File: src/rtl/string_length_arbiter_pkg.sv
// Shared constants and types for the string length arbiter and its length finder.
package string_length_arbiter_pkg;

    localparam int STR_W     = 64;
    localparam int LEN_W     = 4;
    localparam int ID_W      = 1;
    localparam int NUM_BYTES = STR_W / 8;

    typedef enum logic {
        ST_EMPTY = 1'b0,
        ST_FULL  = 1'b1
    } state_t;

endpackage

File: src/rtl/string_length_arbiter_length_finder.sv
// Combinational length of a null-terminated string packed LSB-first into a word.
module length_finder
    import string_length_arbiter_pkg::*;
(
    input  logic [STR_W-1:0] str,
    output logic [LEN_W-1:0] length
);

    logic [NUM_BYTES-1:0] zero_flags;

    generate
        for (genvar gi = 0; gi < NUM_BYTES; gi++) begin : g_zero
            assign zero_flags[gi] = (str[gi*8 +: 8] == 8'h00);
        end
    endgenerate

    // Scan from the top byte down so the lowest zero byte wins.
    always_comb begin
        length = LEN_W'(NUM_BYTES);
        for (int i = NUM_BYTES - 1; i >= 0; i--) begin
            if (zero_flags[i]) begin
                length = LEN_W'(i);
            end
        end
    end

endmodule

File: src/rtl/string_length_arbiter.sv
// Round-robin arbiter sharing one length_finder between two string requesters,
// returning registered lengths tagged with the requester ID on a valid/ready channel.
module string_length_arbiter
    import string_length_arbiter_pkg::*;
#(
    parameter bit PRIORITY_INIT = 1'b0
) (
    input  logic             clk,
    input  logic             reset,
    input  logic             req0_valid,
    input  logic [STR_W-1:0] req0_string,
    output logic             req0_ready,
    input  logic             req1_valid,
    input  logic [STR_W-1:0] req1_string,
    output logic             req1_ready,
    output logic             resp_valid,
    input  logic             resp_ready,
    output logic [LEN_W-1:0] resp_length,
    output logic [ID_W-1:0]  resp_id
);

    state_t           state_reg, state_next;
    logic [ID_W-1:0]  last_id_reg;
    logic [LEN_W-1:0] resp_length_reg;
    logic [ID_W-1:0]  resp_id_reg;

    logic             grant0, grant1;
    logic             can_accept;
    logic             accept;
    logic [ID_W-1:0]  grant_id;
    logic [STR_W-1:0] sel_string;
    logic [LEN_W-1:0] sel_length;

    // On contention the requester that did not win last time takes the grant.
    assign grant0 = req0_valid & (~req1_valid | (last_id_reg == ID_W'(1)));
    assign grant1 = req1_valid & (~req0_valid | (last_id_reg == ID_W'(0)));

    assign can_accept = (state_reg == ST_EMPTY) | resp_ready;
    assign accept     = can_accept & (grant0 | grant1) & ~reset;
    assign grant_id   = grant1 ? ID_W'(1) : ID_W'(0);

    // Readies are forced low while reset is held so nothing is consumed into a discarded slot.
    assign req0_ready = can_accept & grant0 & ~reset;
    assign req1_ready = can_accept & grant1 & ~reset;

    assign sel_string = grant1 ? req1_string : req0_string;

    length_finder u_length_finder (
        .str    (sel_string),
        .length (sel_length)
    );

    always_comb begin
        state_next = state_reg;
        case (state_reg)
            ST_EMPTY: begin
                if (accept) begin
                    state_next = ST_FULL;
                end
            end
            ST_FULL: begin
                if (resp_ready && !accept) begin
                    state_next = ST_EMPTY;
                end
            end
            default: state_next = ST_EMPTY;
        endcase
    end

    always_ff @(posedge clk or posedge reset) begin
        if (reset) begin
            state_reg       <= ST_EMPTY;
            last_id_reg     <= ~ID_W'(PRIORITY_INIT);
            resp_length_reg <= '0;
            resp_id_reg     <= '0;
        end else begin
            state_reg <= state_next;
            if (accept) begin
                last_id_reg     <= grant_id;
                resp_length_reg <= sel_length;
                resp_id_reg     <= grant_id;
            end
        end
    end

    assign resp_valid  = (state_reg == ST_FULL);
    assign resp_length = resp_length_reg;
    assign resp_id     = resp_id_reg;

endmodule

File: config.mk
export PLATFORM = sky130hd
export DESIGN_NAME = string_length_arbiter
export DESIGN_NICKNAME = d
export VERILOG_FILES = /design/src/rtl/string_length_arbiter_pkg.sv /design/src/rtl/string_length_arbiter_length_finder.sv /design/src/rtl/string_length_arbiter.sv
export SDC_FILE = /design/constraint.sdc
export NUM_CORES = 1
export LEC_CHECK = 0
export CAP_MARGIN = 15
export CORE_MARGIN = 2
export CORE_UTILIZATION = 19
export DETAILED_ROUTE_END_ITERATION = 10
export PLACE_DENSITY = 0.8
export SLEW_MARGIN = 0
export SYNTH_ARGS = -nofsm -noshare
export SYNTH_HDL_FRONTEND = slang
export SYNTH_SLANG_ARGS = --single-unit
File: constraint.sdc
create_clock -name clk -period 2.4 [get_ports clk]
set_input_delay 0.36 -clock clk [delete_from_list [all_inputs] [get_ports clk]]
set_output_delay 0.36 -clock clk [all_outputs]
set_load 0.005 [all_outputs]
==> results.toml, run 1 <==
[timing]
fin_setup_tns_ns = 0
finalHoldViolCount = 0
worst_pin_slew_ns = 0.5972
max_freq_ghz = 0.4404
finalWorstSetupSlack_ns = 0.1294
finalMaxSlewViolations = 0
relSlewSlack_pct = 59.77
skew_ns = 0.003297
rsz0062_at_grt = "false"
min_period_ns = 2.271
timing.final.crit_share_pct = 94.61
setup_viol = 0

[clocking]
postCtsSetupBuffers = 0
cts_buffer_depth = 2
ctsHoldBuffers = 0
cts_resized = 0
cts_made_buffers = 3
clockRootBuffer = "clkbuf_8"
clock_sinks = 7
htree_levels = 1
clk_latency_ns = 0.23
cts_tree = "done"
clk_pin_slew_worst_paths_ns = 0.04

[pwr]
clock_power_share_pct = 26.4
power_density_mw_per_mm2 = 278.3
power_frac_seq_pct = 23.5
p_leak_nw = 0.8134
pwr-share-comb_pct = 50.1
p_switching_mw = 0.1331
cellInternalPower_mw = 0.4958
ir_worst_vdd_mv = 0.1510
switching_share_pct = 21.16

[layout]
fin_nets = 375
layout_commonest_cell = "clkdlybuf4s50_1"
final_cell_mix = "clkdlybuf4s50_1, nor4_1, nand2_1, nand3_1, dfrtp_1"
design_area_mm2 = 0.002260
antenna_cells = 0
drive_above_1_share_pct = 4.979
largest_reg_flops = 4
layout-area-overhead-vs-synth_pct = 213.5
final_cells = 289

[synth]
syn_inst = 93
synth_edf_count = 0
synth_seq_cells = 7
syn_nets = 226
synth_area_um2 = 720.7
async_flop_share_pct = 100.0
yosysWarnings = 0
synth_top_area_share_pct = 27.78
syn_avg_cell_area_um2 = 7.749
synthFlopType = "dfrtp_1"
netlist_top_cells_area = "nor4_1, dfrtp_1, nand3_1"
synth_cell_types = 30
yosysSeqAreaShare_pct = 24.48
yosys.area.top_type = "nor4_1"

[grt]
grt_max_degree = 15
grt.overflow.total = 0
antenna_found_initial = 0
grt_first_pass_wirelength_mm = 5.582
grtUsageTotal_pct = 16.42
grt_pass1_vias = 1358

[drt]
vias = 1357
drt_first_iter_violations = 22
wl_per_cell_um = 12.51
firstDrtPassIters = 4
viasPerCell = 4.696
ant_nets = 0
drc = 0
postRouteWirelength_mm = 3.614

[placed_design]
dpl.hpwl_mm = 3.438
placed_cell_area_mm2 = 0.002215
place_ws_ns = 0.07081
dp_cells = 285
gp_congestion = 0.6825
io_buffers = 140

[job]
cap_violations = 0

[worst_setup_path]
worst_ep_required_time_ns = 2.04
critical_path.endpoint_type = "primary output"
cp_max_fo = 14
crit_type = "input pin to primary output"
critPathLaunchType = "input pin"
arrival_ns = 1.91

[die]
core_area_mm2 = 0.003661
fp-row-count = 22
die_x_um = 65.59
die-area_mm2 = 0.004302
die_h_um = 65.59
start_util_pct = 19.69
io_pins = 141

[min_path]
hp-class = "input pin to async pin"

[outcome]
status = "finished clean"
## Yosys cell counts, types with 2 or more instances
master	number
nor4_1	32
nand2_1	7
nand3_1	7
dfrtp_1	6
nand3b_1	3
nor2_1	3
o21ai_0	3
o21ai_1	3
a221o_1	2
and2_1	2
and3_1	2
inv_1	2
nand2b_1	2
nor2b_1	2
or4_1	2
## power groups by stage
stage	Clock, mW	Combinational [mW]	Sequential [mW]
after global routing	0.178	0.338	0.150
after detailed placement	0	0.318	0.150
after floorplan	0	0.0550	0.149
after global placement	0	0.313	0.149
after CTS	0.171	0.319	0.148
final	0.166	0.315	0.148
## cells by family after synthesis
family	after synthesis	synth area share [%]
compound gates	17	18.40
buf+inv	3	1.736
flops	7	24.48
simple gates	66	55.38
## path summary, 6_finish.rpt
check	slack (ns)	depth (start not counted)	end	startpoint
setup / recovery	0.13	4	req1_ready	req1_valid
hold reg to reg	0.51	2	resp_length[2]	resp_length[2]
setup reg to reg	0.52	6	resp_length[0]	last_id_reg
min in group clk	0.51	2	resp_length[2]	resp_length[2]
max in group asynchronous	1.71	2	last_id_reg	reset
hold / removal	0.42	2	resp_id	reset
## critical path: stages
cell	delay, ns
clkdlybuf4s50_1	0.48
a21boi_4	0.37
and2_1	0.20
clkdlybuf4s50_1	0.50
## layout make-up
cell class	instances	area, um2
Clock buffer	4	45.04
Fill cell	334	1401
Tap cell	48	60.06
Multi-Input combinational cell	83	531.8
Timing Repair Buffer	145	1439
Sequential cell	7	176.4
Inverter	2	7.507
## metal layers
metal / track usage [%] / routed length [um] / up-vias
met4: 3.906 / 19 / 0
met1: 16.77 / 1239 / 598
li1: - / - / 688
met5: 0 / 0 / -
met3: 3.938 / 287 / 4
met2: 32.91 / 2068 / 67
## metrics by stage
step / util (%) / hold slack [ns] / power, mW
floorplan: - / 0.1627 / 0.2044
global placement: 60.49 / 0.4802 / 0.4624
detailed placement: 60.49 / 0.4994 / 0.4674
CTS: 61.72 / 0.4263 / 0.6376
global route: 61.72 / 0.4601 / 0.6662
finish: 61.72 / 0.4219 / 0.6289
Note: power is estimated with default switching activity, not from simulation.
==> run 2, diff against run 1 <==
- RECOVER_POWER: unset -> 100
==> results.toml, run 2 (same netlist as run 1, synthesis figures left out) <==
[outcome]
status = "finished clean"

[pwr]
p_leak_nw = 0.8234
power_density_mw_per_mm2 = 275.6
ir_worst_vdd_mv = 0.1509
clock_power_share_pct = 26.7
switching_share_pct = 21.29
total_power_mw = 0.6218
pwr-share-comb_pct = 49.6
cellInternalPower_mw = 0.4894
p_switching_mw = 0.1324
power_frac_seq_pct = 23.7

[timing]
finalHoldViolCount = 0
relSlewSlack_pct = 59.63
worst_pin_slew_ns = 0.5992
finalWorstSetupSlack_ns = 0.09694
rsz0062_at_grt = "false"
finalMaxSlewViolations = 0
timing.final.crit_share_pct = 95.96
setup_viol = 0
fin_setup_tns_ns = 0
hold_slack_ns = 0.4941
max_freq_ghz = 0.4342
skew_ns = 0.003255
min_period_ns = 2.303

[clocking]
clock_sinks = 7
cts_buffer_depth = 2
clk_pin_slew_worst_paths_ns = 0.04
htree_levels = 1
clk_latency_ns = 0.23
cts_resized = 0
clockRootBuffer = "clkbuf_8"
ctsHoldBuffers = 0
cts_made_buffers = 3
postCtsSetupBuffers = 0
cts_tree = "done"

[min_path]
min_to = "resp_length[2]"
min-delay-start = "resp_length[2]"
hp-class = "register to register"
whs_path_depth = 2

[drt]
firstDrtPassIters = 4
wl_per_cell_um = 12.49
ant_nets = 0
drc = 0
viasPerCell = 4.692
postRouteWirelength_mm = 3.610
drt_first_iter_violations = 24
vias = 1356

[grt]
antenna_found_initial = 0
grt_pass1_vias = 1358
grt.overflow.total = 0
grt_max_degree = 15
grtUsageTotal_pct = 16.42
grt_first_pass_wirelength_mm = 5.582

[worst_setup_path]
arrival_ns = 1.94
r2r-end = "resp_length[0]"
critPathLaunchType = "input pin"
cp_max_fo = 5
crit_type = "input pin to primary output"
r2r_slack_ns = 0.51
worst_ep_required_time_ns = 2.04
rr_worst_depth = 6
rr_startpoint = "last_id_reg"
critical_path.endpoint_type = "primary output"

[job]
cap_violations = 0

[die]
die_x_um = 65.59
io_pins = 141
fp-row-count = 22
core_area_mm2 = 0.003661
start_util_pct = 19.69
die-area_mm2 = 0.004302
die_h_um = 65.59

[placed_design]
io_buffers = 140
dpl.hpwl_mm = 3.438
dp_cells = 285
gp_congestion = 0.6825
place_ws_ns = 0.07081

[layout]
final_cell_mix = "clkdlybuf4s50_1, nor4_1, dlygate4sd3_1"
drive_above_1_share_pct = 4.564
fin_nets = 375
layout_commonest_cell = "clkdlybuf4s50_1"
antenna_cells = 0
layout-area-overhead-vs-synth_pct = 213.0
largest_reg_flops = 4
final_cells = 289
[run 2: cell count changes in the layout (fill, tap and decap cells not counted), sizes merged]
cell,change
buf,-1
clkbuf,+1
clkdlybuf4s50,-8
dlygate4sd3,+8
[run 2: cell type report]
type / count / area [um2]
Timing Repair Buffer: 145 / 1435
Fill cell: 333 / 1405
Multi-Input combinational cell: 83 / 531.8
Sequential cell: 7 / 176.4
Tap cell: 48 / 60.06
Clock buffer: 4 / 45.04
Inverter: 2 / 7.507
[run 2: power groups by stage]
stage	clock network [mW]	registers (mW)	logic (mW)
final	0.166	0.147	0.308
after global routing	0.178	0.149	0.332
after CTS	0.171	0.148	0.319
after detailed placement	0	0.150	0.318
after global placement	0	0.149	0.313
after floorplan	0	0.149	0.0550
[run 2: layer usage]
layer | GRT usage [%] | routed length, um | vias up
met2 | 32.91 | 2067 | 67
li1 | - | - | 688
met3 | 3.938 | 287 | 4
met5 | 0 | 0 | -
met4 | 3.906 | 19 | 0
met1 | 16.77 | 1236 | 597
[run 2: how the worst max path moves through the flow]
stage,cells after the start,start,endpoint,slack [ns]
floorplan,5,req0_string[38],resp_length[0],0.55
global placement,6,req0_string[38],resp_length[0],0.10
detailed placement,6,req0_string[38],resp_length[0],0.07
CTS,4,req1_valid,req1_ready,0.10
global route,4,reset,req0_ready,0.03
finish,4,reset,req0_ready,0.1
[run 2: worst max-delay path: stages]
cell           delay (ns)
dlygate4sd3_1        0.57
nor2_1               0.23
and3_1               0.21
dlygate4sd3_1        0.57
[run 2: per-stage QoR]
stage / cell area [um2] / utilization [%]
6_report: 2256 / 61.62
5_1_grt: 2256 / 61.62
4_1_cts: 2260 / 61.72
3_5_place_dp: 2215 / 60.49
3_3_place_gp: 2215 / 60.49
2_1_floorplan: 720.7 / -
==> run 3, diff against run 2 <==
- GPL_ROUTABILITY_DRIVEN: unset -> 0
==> results of run 3 <==
The final DEF is identical to that of run 2; final timing and power are the same.
